==> src/rtl/prco_regs.sv <==
// prco_regs -- general-purpose register file of the PRCO 16-bit core.
//
// Eight 16-bit registers (r0..r7, all writable), two registered read ports
// (A and B) and one write port (D). Everything updates on the rising edge of
// i_clk when the global enable i_en is high. The active-low i_reset clears
// the array and both read outputs asynchronously.
//
// Ports:
//   i_clk    in   1   core clock
//   i_reset  in   1   asynchronous active-low reset
//   i_en     in   1   global enable; 0 freezes the array and both outputs
//   i_sela   in   3   read-port A select
//   q_data   out 16   read-port A data (registered, one-cycle latency)
//   i_selb   in   3   read-port B select
//   q_datb   out 16   read-port B data (registered, one-cycle latency)
//   i_we     in   1   write enable for port D (ignored while i_en=0)
//   i_seld   in   3   write-port D select
//   i_datd   in  16   write-port D data
//
// Port timing: the write and both reads use the same edge. When a read
// select matches the write select on a write edge, the read port returns
// the incoming write data (bypass), so the new value is visible right after
// that edge.

module prco_regs (
  input  logic        i_clk,
  input  logic        i_reset,
  input  logic        i_en,
  input  logic [2:0]  i_sela,
  output logic [15:0] q_data,
  input  logic [2:0]  i_selb,
  output logic [15:0] q_datb,
  input  logic        i_we,
  input  logic [2:0]  i_seld,
  input  logic [15:0] i_datd
);

  logic [7:0][15:0] regs_q, regs_d;
  logic [15:0]      data_q, data_d;
  logic [15:0]      datb_q, datb_d;
  logic             wr_en;
  logic             byp_a;
  logic             byp_b;

  // A write only happens on an enabled edge; i_we alone is not enough.
  assign wr_en = i_en & i_we;
  assign byp_a = wr_en & (i_sela == i_seld);
  assign byp_b = wr_en & (i_selb == i_seld);

  always_comb begin
    regs_d = regs_q;
    data_d = data_q;
    datb_d = datb_q;
    if (wr_en) begin
      regs_d[i_seld] = i_datd;
    end
    if (i_en) begin
      // Read the old array contents unless the same-edge write targets the
      // selected register; then forward the write data.
      data_d = byp_a ? i_datd : regs_q[i_sela];
      datb_d = byp_b ? i_datd : regs_q[i_selb];
    end
  end

  always_ff @(posedge i_clk or negedge i_reset) begin
    if (!i_reset) begin
      regs_q <= '0;
      data_q <= '0;
      datb_q <= '0;
    end else begin
      regs_q <= regs_d;
      data_q <= data_d;
      datb_q <= datb_d;
    end
  end

  assign q_data = data_q;
  assign q_datb = datb_q;

endmodule

==> config.mk <==
export PLATFORM = sky130hd
export DESIGN_NAME = prco_regs
export DESIGN_NICKNAME = d
export VERILOG_FILES = /design/src/rtl/prco_regs.sv
export SDC_FILE = /design/constraint.sdc
export NUM_CORES = 1
export LEC_CHECK = 0
export CAP_MARGIN = 10
export CELL_PAD_IN_SITES_DETAIL_PLACEMENT = 0
export CELL_PAD_IN_SITES_GLOBAL_PLACEMENT = 1
export CORE_AREA = 3 3 140 142
export CTS_CLUSTER_SIZE = 10
export DETAILED_ROUTE_END_ITERATION = 8
export DIE_AREA = 0 0 143 145
export PLACE_DENSITY = 0.82
export REMOVE_ABC_BUFFERS = 1
export SYNTH_ARGS = -nofsm -noshare
export SYNTH_HDL_FRONTEND = slang
export SYNTH_SLANG_ARGS = --single-unit
export TNS_END_PERCENT = 5
==> constraint.sdc <==
create_clock -name i_clk -period 1.65 [get_ports i_clk]
set_input_delay 0.4125 -clock i_clk [delete_from_list [all_inputs] [get_ports i_clk]]
set_output_delay 0.4125 -clock i_clk [all_outputs]
set_load 0.01 [all_outputs]
## Yosys cells after proc, flatten, opt, wreduce, memory -nomap -nowiden

Cells that the tools add are included.

| word-level totals | value |
|---|---|
| output and inout port bits | 32 |
| register bits after elaboration | 160 |
| word-level logic and storage cells | 29 |
| bits of input ports | 29 |

| operators by class | value |
|---|---|
| mux-type cells | 9 |
| bitwise operators | 3 |
| reductions and logical operators | 1 |
| $lt $le $gt $ge | 4 |
| equal/unequal tests | 2 |

Operators by type and width:

| cell | number |
|---|---|
| bitwise mux 128 bit | 1 |
| binary-select mux 16 bit (select 3 bit) | 2 |
| 2-to-1 mux 16 bit | 5 |
| demux 16 bit (select 3 bit) | 1 |
| < comparator 3 x 4 -> 1 bit, second input constant | 3 |
| == test 3 bit | 2 |
| AND 1 bit | 3 |
| greater-or-equal comparator 3 x 1 -> 1 bit, second input constant | 1 |
| logical AND 1 bit | 1 |

## Logic depth before layout (Yosys ltp)

Gate-level depths: netlist of the first run.

| depth | value |
|---|---|
| word-level depth | 5 |
| gate-level depth with buffers | 6 |
| gate-level depth less buffers | 3 |

## Least setup slack after synthesis of the first run

Ideal clock, no wire load.

| path | value |
|---|---|
| path kind | input port to flip-flop |
| start | input i_selb[0] |
| end | register datb_q[10], in the netlist q_datb[10] |
| required time | 1518 ps |
| path buffers | 2 |
| arrival | 1665 ps |
| path slack | -146 ps |
| library setup time | 132 ps |
| stages on the path | 5 |
| cell sequence | buf_2 > buf_2 > mux4_2 > mux2i_1 > o221ai_2 |

| on the way | value |
|---|---|
| cells in the longest elaborated chain, start to end | 3 |
| elaborated cells on any way between the ends | 5 |
| classes of those cells | eq/ne (1); mux (3); bitwise (1) |

RTL lines:

| element | line | source |
|---|---|---|
| from (decl) | 31 | `input logic [2:0] i_selb,` |
| binary-select mux 16 bit (select 3 bit) / == test 3 bit (equally long branches) | 61, 48 |  |
| 2-to-1 mux 16 bit (not written as such) / AND 1 bit (equally long branches) | 61, 48 |  |
| 2-to-1 mux 16 bit (*) | 61 | `datb_d = byp_b ? i_datd : regs_q[i_selb];` |
| to (signal assigned) | 73 | `datb_q <= datb_d;` |
| to (decl) | 40 | `logic [15:0] datb_q, datb_d;` |

Every way passes the cells marked *; elsewhere a longest branch is shown, timed or not. The select of a mux whose other input is x is not followed.
A chain may end at the register's enable or synchronous reset.

## Final worst setup path of the first run

| path | value |
|---|---|
| start | input i_seld[0] |
| end | register regs_q[101] in the netlist's numbering |

| on the way | value |
|---|---|
| cells in the longest elaborated chain, start to end | 5 |
| elaborated cells on any way between the ends | 6 |
| classes of those cells | order compare (2); mux (3); reduce/logical (1) |

RTL lines:

| element | line | source |
|---|---|---|
| from (decl) | 34 | `input logic [2:0] i_seld,` |
| < comparator 3 x 4 -> 1 bit (not written as such) / greater-or-equal comparator 3 x 1 -> 1 bit (equally long branches) | 55 | `regs_d[i_seld] = i_datd;` |
| logical AND 1 bit (not written as such) | 55 |  |
| 2-to-1 mux 16 bit (not written as such) | 55 |  |
| demux 16 bit (select 3 bit) (*) | 55 |  |
| bitwise mux 128 bit (*) | 55 |  |
| to (signal assigned) | 71 | `regs_q <= regs_d;` |
| to (decl) | 38 | `logic [7:0][15:0] regs_q, regs_d;` |

Every way passes the cells marked *; elsewhere a longest branch is shown, timed or not.

==> results of run 1 <==
registers in the layout, indices dropped and copies added (netlist names):
name    count
q_data     16
regs_q    128
q_datb     16
cell families (layout without fill, tap and decap cells):
logic type             Yosys count  count (layout)  share of synthesized area, %
flip-flops                     160             160                          48.2
XOR/XNOR                         6               6                         0.632
multiplexers                   224             224                          38.5
AND/OR/NAND/NOR                 48              48                          3.55
buffers and inverters           57             161                          3.60
AO/OA/AOI/OAI                   34              34                          5.54
metal layers:
layer,global-route usage (%),vias to the layer above,routed length (um)
li1,-,2225,-
met1,27.4,2750,8300
met2,33.4,123,10400
met3,3.66,24,1160
met4,6.61,0,363
met5,0,-,0
final timing paths:
path | start | to | slack [ns]
setup / recovery | i_seld[0] | regs_q[101] | 0.05
hold / removal | i_reset | regs_q[8] | -0.002
setup reg to reg | regs_q[121] | q_datb[9] | 0.25
hold reg to reg | q_datb[8] | q_datb[8] | 0.50
max in group asynchronous | i_reset | q_data[11] | 1.17
min in group i_clk | q_datb[8] | q_datb[8] | 0.50
through the flow:
stage | TNS [ns] | hold slack, ns | instance area (um^2) | setup WS, ns
after floorplan | -18.01 | 0.117 | 8080 | -0.201
after global placement | -77.37 | 0.446 | 9510 | -0.593
after detailed placement | -81.57 | 0.455 | 9510 | -0.605
after CTS | -0.00864 | 0.00992 | 10100 | -0.00864
after global routing | 0 | 0.0183 | 10100 | 0.000887
final | 0 | -0.00210 | 10100 | 0.0482
cells in the mapped netlist, drive strengths merged:
cell / n
mux2i: 32
and2: 1
mux4: 64
or4b: 2
or3: 2
nand2b: 34
nand3b: 1
o41ai: 2
o221ai: 32
clkbuf: 11
nor2: 6
inv: 17
nand2: 1
xor2: 6
mux2: 128
nand3: 1
buf: 29
dfrtp: 160
area by class of cell:
cell class / count / area share [%]
multi-input combinational: 312 / 40.1
sequential: 160 / 39.8
timing repair buffer: 112 / 11.3
clock buffer: 23 / 4.75
tap: 234 / 2.91
inverter: 17 / 0.634
clock inverter: 9 / 0.596
layout by cell type (no fill, tap or decap), types with 2 or more instances in the layout:
cell	count
o221ai_1	12
dlygate4sd2_1	39
or3_1	2
clkbuf_1	3
xor2_1	5
mux2_2	115
mux2_1	13
clkbuf_16	17
buf_6	4
clkdlybuf4s50_1	17
nor2_1	5
nand2b_1	34
clkinvlp_4	6
o221ai_2	20
buf_2	2
o41ai_4	2
mux2i_1	31
mux4_2	64
buf_4	35
buf_12	13
clkinv_2	3
dfrtp_1	160
inv_1	16
clkbuf_8	3
or4b_4	2
power by group through the flow:
stage               combinational (W)  clock, W  sequential [W]
finish                        0.00293   0.00353         0.00554
global route                  0.00316   0.00378         0.00565
CTS                           0.00297   0.00360         0.00553
floorplan                     0.00186         0         0.00545
detailed placement            0.00310         0         0.00559
global placement              0.00300         0         0.00549
critical path: cells and delay by family:
| kind | cells | cell delay (ns) |
|---|---|---|
| buffers and inverters | 3 | 0.79 |
| muxes | 1 | 0.33 |
| and+or+nand+nor | 2 | 0.37 |
what timing repair did:
item	4_1_cts	5_1_grt
resized for setup	47	2
setup endpoints to repair	167	14
cloned	1	0
==> results_dict.tcl, run 1 <==
set metrics [dict create \
    cts_setup_buffers 0 \
    grt_max_degree 75 \
    utilization_pct 54.2 \
    cts_hold_buf 0 \
    p_switching_w 0.00329 \
    grt_antenna_before_repair 0 \
    grt_pass1_wl_mm 32.1 \
    synthTopCellsByArea "dfrtp_1 48%, mux4_2 17%, mux2_2 16%, mux2i_1 3.9%, o221ai_2 3.6%" \
    fill_cells 1475 \
    fin_hold_ws_ns -0.00210 \
    routed_wl_mm 20.3 \
    pwr-share-clk_pct 29.4 \
    finalPower_w 0.0120 \
    ios 61 \
    via_count 5122 \
    grt_pass1_vias 5485 \
    critical_path_class "in -> reg" \
    crit_arrival_ns 1.90 \
    cap_violations 0 \
    hold_path.class "in -> async" \
    cpMaxStageDelayCell "mux2_2" \
    io_buffers 60 \
    syn_inst 529 \
    drive_above_1_share_pct 46.1 \
    pwr-share-seq_pct 46.2 \
    yosysSeqAreaShare_pct 48.2 \
    gp_congestion 0.787 \
    start_kind "input port" \
    htreeDepth 4 \
    syn2layout_area_growth_pct 21.1 \
    synth_cell_types 23 \
    ant_nets 0 \
    regArea_mm2 0.00400 \
    syn-cell-area_mm2 0.00831 \
    failed_checks "negative hold slack" \
    cts_buffers 17 \
    nets 649 \
    wl_per_cell_um 23.4 \
    pwr_density_cell_mw_per_mm2 1190 \
    worstPathCellList "dlygate4sd2_1 -> nand3b_1 -> buf_4 -> nor2_4 -> bufbuf_16 -> mux2_2" \
    start_util_pct 44.7 \
    finClkSkew_ns 0.00630 \
    p_int_w 0.00871 \
    design.die.area_mm2 0.0207 \
    p_comb_share_pct 24.4 \
    ir_drop_v 0.000772 \
    cts.path.max_buffers 2 \
    grt_use_total_pct 20.3 \
    syn_area_per_cell_um2 15.7 \
    timing.final.crit_period_ns 1.60 \
    drt-initial-drc-count 316 \
    drv_slew 0 \
    multi_input_area_mm2 0.00404 \
    dp_cells 834 \
    remaining_drc_errors 0 \
    ys_warn_count 0 \
    rsz0062_at_grt "no" \
    yosysTopAreaCellShare_pct 48.2 \
    diodes 0 \
    cts_root_buffer "clkbuf_16" \
    core_area_mm2 0.0186 \
    fin_crit_sh_pct 97.1 \
    status "finished, violations left" \
    avgViaCountPerCell 5.91 \
    power_switching_share_pct 27.4 \
    drt_pre_antenna_iters 4 \
    grt.overflow.total 0 \
    hold_viol_final 3 \
    path_clk_slew_ns 0.06 \
    critPathCaptureType "flip-flop" \
    num_rows 50 \
    relSlewSlack_pct 62.3 \
    clk_latency_ns 0.42 \
    p_leak_nw 4.32 \
    finalNonFillerCells 867 \
    hpwl_mm 13.5 \
    max_freq_mhz 624 \
    required_ns 1.95 \
    critPathMaxStageDelay_ns 0.33 \
    crit_path_max_fanout 8 \
    die_y_um 145 \
    tightest_slew_ns 0.566 \
    synth_area_leader_cell "dfrtp_1" \
    reg2regPathDepth 3 \
    cts_tree "done" \
    setup_viol 0 \
    dieWidth_um 143 \
    clock_sinks 160 \
    ys_ff_latch 160 \
]
Power figures use the tool's default switching activity.
==> run 2: changes to the inputs <==
--- a/config.mk
+++ b/config.mk
@@ -12,7 +12,8 @@
 export CTS_CLUSTER_SIZE = 10
 export DETAILED_ROUTE_END_ITERATION = 8
 export DIE_AREA = 0 0 143 145
-export PLACE_DENSITY = 0.82
+export DONT_BUFFER_PORTS = 1
+export PLACE_DENSITY = 0.77
 export REMOVE_ABC_BUFFERS = 1
 export SYNTH_ARGS = -nofsm -noshare
 export SYNTH_HDL_FRONTEND = slang
==> run 2 against run 1 <==
Compared with the run above: the run still ends with negative hold slack left; critical path type is now reg -> reg; sequential share of layout area increased by 3.4 points; via count fell by 5.8%; critical path depth fell by 3; global-route usage hardly changed; first-iteration DRC count is 12% lower; sequential power grew 2%; utilization down 4.3 points; setup slack gained 0.12 ns; largest cell class unchanged; power up 2.3%; critical endpoint is now q_datb[7]; clock-buffer cell count fell by 3; highest routed layer unchanged; clock power rose by 26%.
==> results_dict.tcl, run 2 (synthesis gave the netlist of run 1 again) <==
set metrics [dict create \
    status "finished, violations left" \
    failed_checks "negative hold slack" \
    setup_viol 0 \
    fill_cells 1556 \
    io_buffers 0 \
    critPathMaxStageDelay_ns 0.48 \
    place_area_mm2 0.00860 \
    final_common_cell "dfrtp_1" \
    via_count 4824 \
    routed_wl_mm 20.0 \
    pwr-share-clk_pct 36.3 \
    clock_sinks 160 \
    r2r-start "regs_q[119]" \
    pwr_density_cell_mw_per_mm2 1320 \
    htreeDepth 4 \
    die_y_um 145 \
    grt_pass1_wl_mm 31.7 \
    cts_resized 0 \
    cts_setup_buffers 0 \
    required_ns 1.95 \
    path_clk_slew_ns 0.06 \
    grt_antenna_before_repair 0 \
    cts_tree "done" \
    nets 558 \
    reg2reg_slack_ns 0.17 \
    crit_arrival_ns 1.78 \
    ir_drop_v 0.000803 \
    relSlewSlack_pct 69.2 \
    fin_crit_sh_pct 89.6 \
    power_switching_share_pct 25.2 \
    p_int_w 0.00918 \
    drt-initial-drc-count 278 \
    start_kind "flip-flop" \
    start_util_pct 44.7 \
    worstPathCellList "mux4_2 -> mux2i_1 -> o221ai_2" \
    mostFrequentLayoutCells "160 x dfrtp_1, 115 x mux2_2, 64 x mux4_2, 34 x nand2b_1, 32 x mux2i_1" \
    fin_hold_ws_ns -0.330 \
    design.die.area_mm2 0.0207 \
    regMostFlops "regs_q" \
    tightest_slew_ns 0.462 \
    dieWidth_um 143 \
    ios 61 \
    wl_per_cell_um 25.8 \
    remaining_drc_errors 0 \
    finalNonFillerCells 776 \
    core_area_mm2 0.0186 \
    cpMaxStageDelayCell "mux4_2" \
    hold_path.class "in -> async" \
    critPathCaptureType "flip-flop" \
    drv_slew 0 \
    hpwl_mm 12.1 \
    rsz0062_at_grt "no" \
    reg2regPathDepth 3 \
    ant_nets 0 \
    grt_use_total_pct 20.3 \
    drt_pre_antenna_iters 4 \
    crit_path_max_fanout 3 \
    path_buf_inv 0 \
    diodes 0 \
    gp_congestion 0.737 \
    p_leak_nw 3.86 \
    critical_path_class "reg -> reg" \
    pwr-share-seq_pct 46.2 \
    drive_above_1_share_pct 47.2 \
    grt.overflow.total 0 \
    num_rows 50 \
    avgViaCountPerCell 6.22 \
    final_area_mm2 0.00928 \
    cts_buffers 17 \
    max_freq_mhz 676 \
    syn2layout_area_growth_pct 11.6 \
    cts_root_buffer "clkbuf_16" \
    hold_viol_final 160 \
    grt_max_degree 161 \
    timing.final.crit_period_ns 1.48 \
    crit_family "multiplexers" \
    p_switching_w 0.00309 \
    finClkSkew_ns 0.00514 \
    clk_latency_ns 0.43 \
    dp_cells 744 \
    cts.path.max_buffers 2 \
    p_comb_share_pct 17.6 \
    cap_violations 0 \
    grt_pass1_vias 5391 \
    largest_reg_flops 128 \
    reg2reg_to "q_datb[7]" \
]
## run 2: changes by cell type in the layout (fill, tap and decap cells not counted), moves of 2 or more
cell | before | now
inv_6 | 0 | 2
buf_4 | 35 | 15
clkinv_4 | 0 | 3
bufinv_16 | 0 | 5
buf_2 | 2 | 0
or4b_1 | 0 | 2
clkinvlp_4 | 6 | 0
clkbuf_1 | 3 | 0
buf_6 | 4 | 0
dlygate4sd2_1 | 39 | 0
clkdlybuf4s50_1 | 17 | 0
buf_12 | 13 | 6
or4b_4 | 2 | 0
## run 2: cell type report
type	count	area (um^2)	area share (%)
Timing Repair Buffer	21	233	2.51
Multi-Input combinational cell	312	4010	43.2
Inverter	17	63.8	0.688
Tap cell	234	293	3.16
Sequential cell	160	4000	43.2
Clock inverter	12	204	2.20
Clock buffer	20	467	5.03
## run 2: worst max-delay path by stage
stage | from | end | slack, ns | cells after the start
final | regs_q[119] | q_datb[7] | 0.17 | 3
after global routing | regs_q[119] | q_datb[7] | 0.15 | 3
after CTS | regs_q[119] | q_datb[7] | 0.18 | 3
after detailed placement | i_seld[2] | q_datb[3] | -0.02 | 4
after global placement | i_sela[0] | q_data[4] | 0.03 | 4
after floorplan | i_seld[0] | regs_q[100] | -0.20 | 3
## run 2: metrics by stage
stage          setup slack, ns  setup TNS (ns)  util (%)  total power [W]  hold WS (ns)
2_1_floorplan           -0.201          -18.01         -          0.00732         0.117
3_3_place_gp            0.0349               0      46.3          0.00771         0.123
3_5_place_dp           -0.0178         -0.0178      46.3          0.00790         0.122
4_1_cts                  0.177               0      49.9           0.0124        -0.342
5_1_grt                  0.147               0      49.9           0.0128        -0.342
6_report                 0.171               0      49.9           0.0123        -0.330
## run 2: per-layer routing
metal	vias up	global-route usage (%)	wire [um]
li1	2028	-	-
met1	2604	26.2	8210
met2	154	33.6	10300
met3	38	3.69	1070
met4	0	8.79	499
met5	-	0	0
## run 2: power by group through the flow
stage | Combinational [W] | Clock [W] | Sequential [W]
global placement | 0.00209 | 0 | 0.00563
finish | 0.00215 | 0.00445 | 0.00567
global route | 0.00236 | 0.00465 | 0.00580
detailed placement | 0.00217 | 0 | 0.00573
CTS | 0.00218 | 0.00451 | 0.00567
floorplan | 0.00186 | 0 | 0.00545
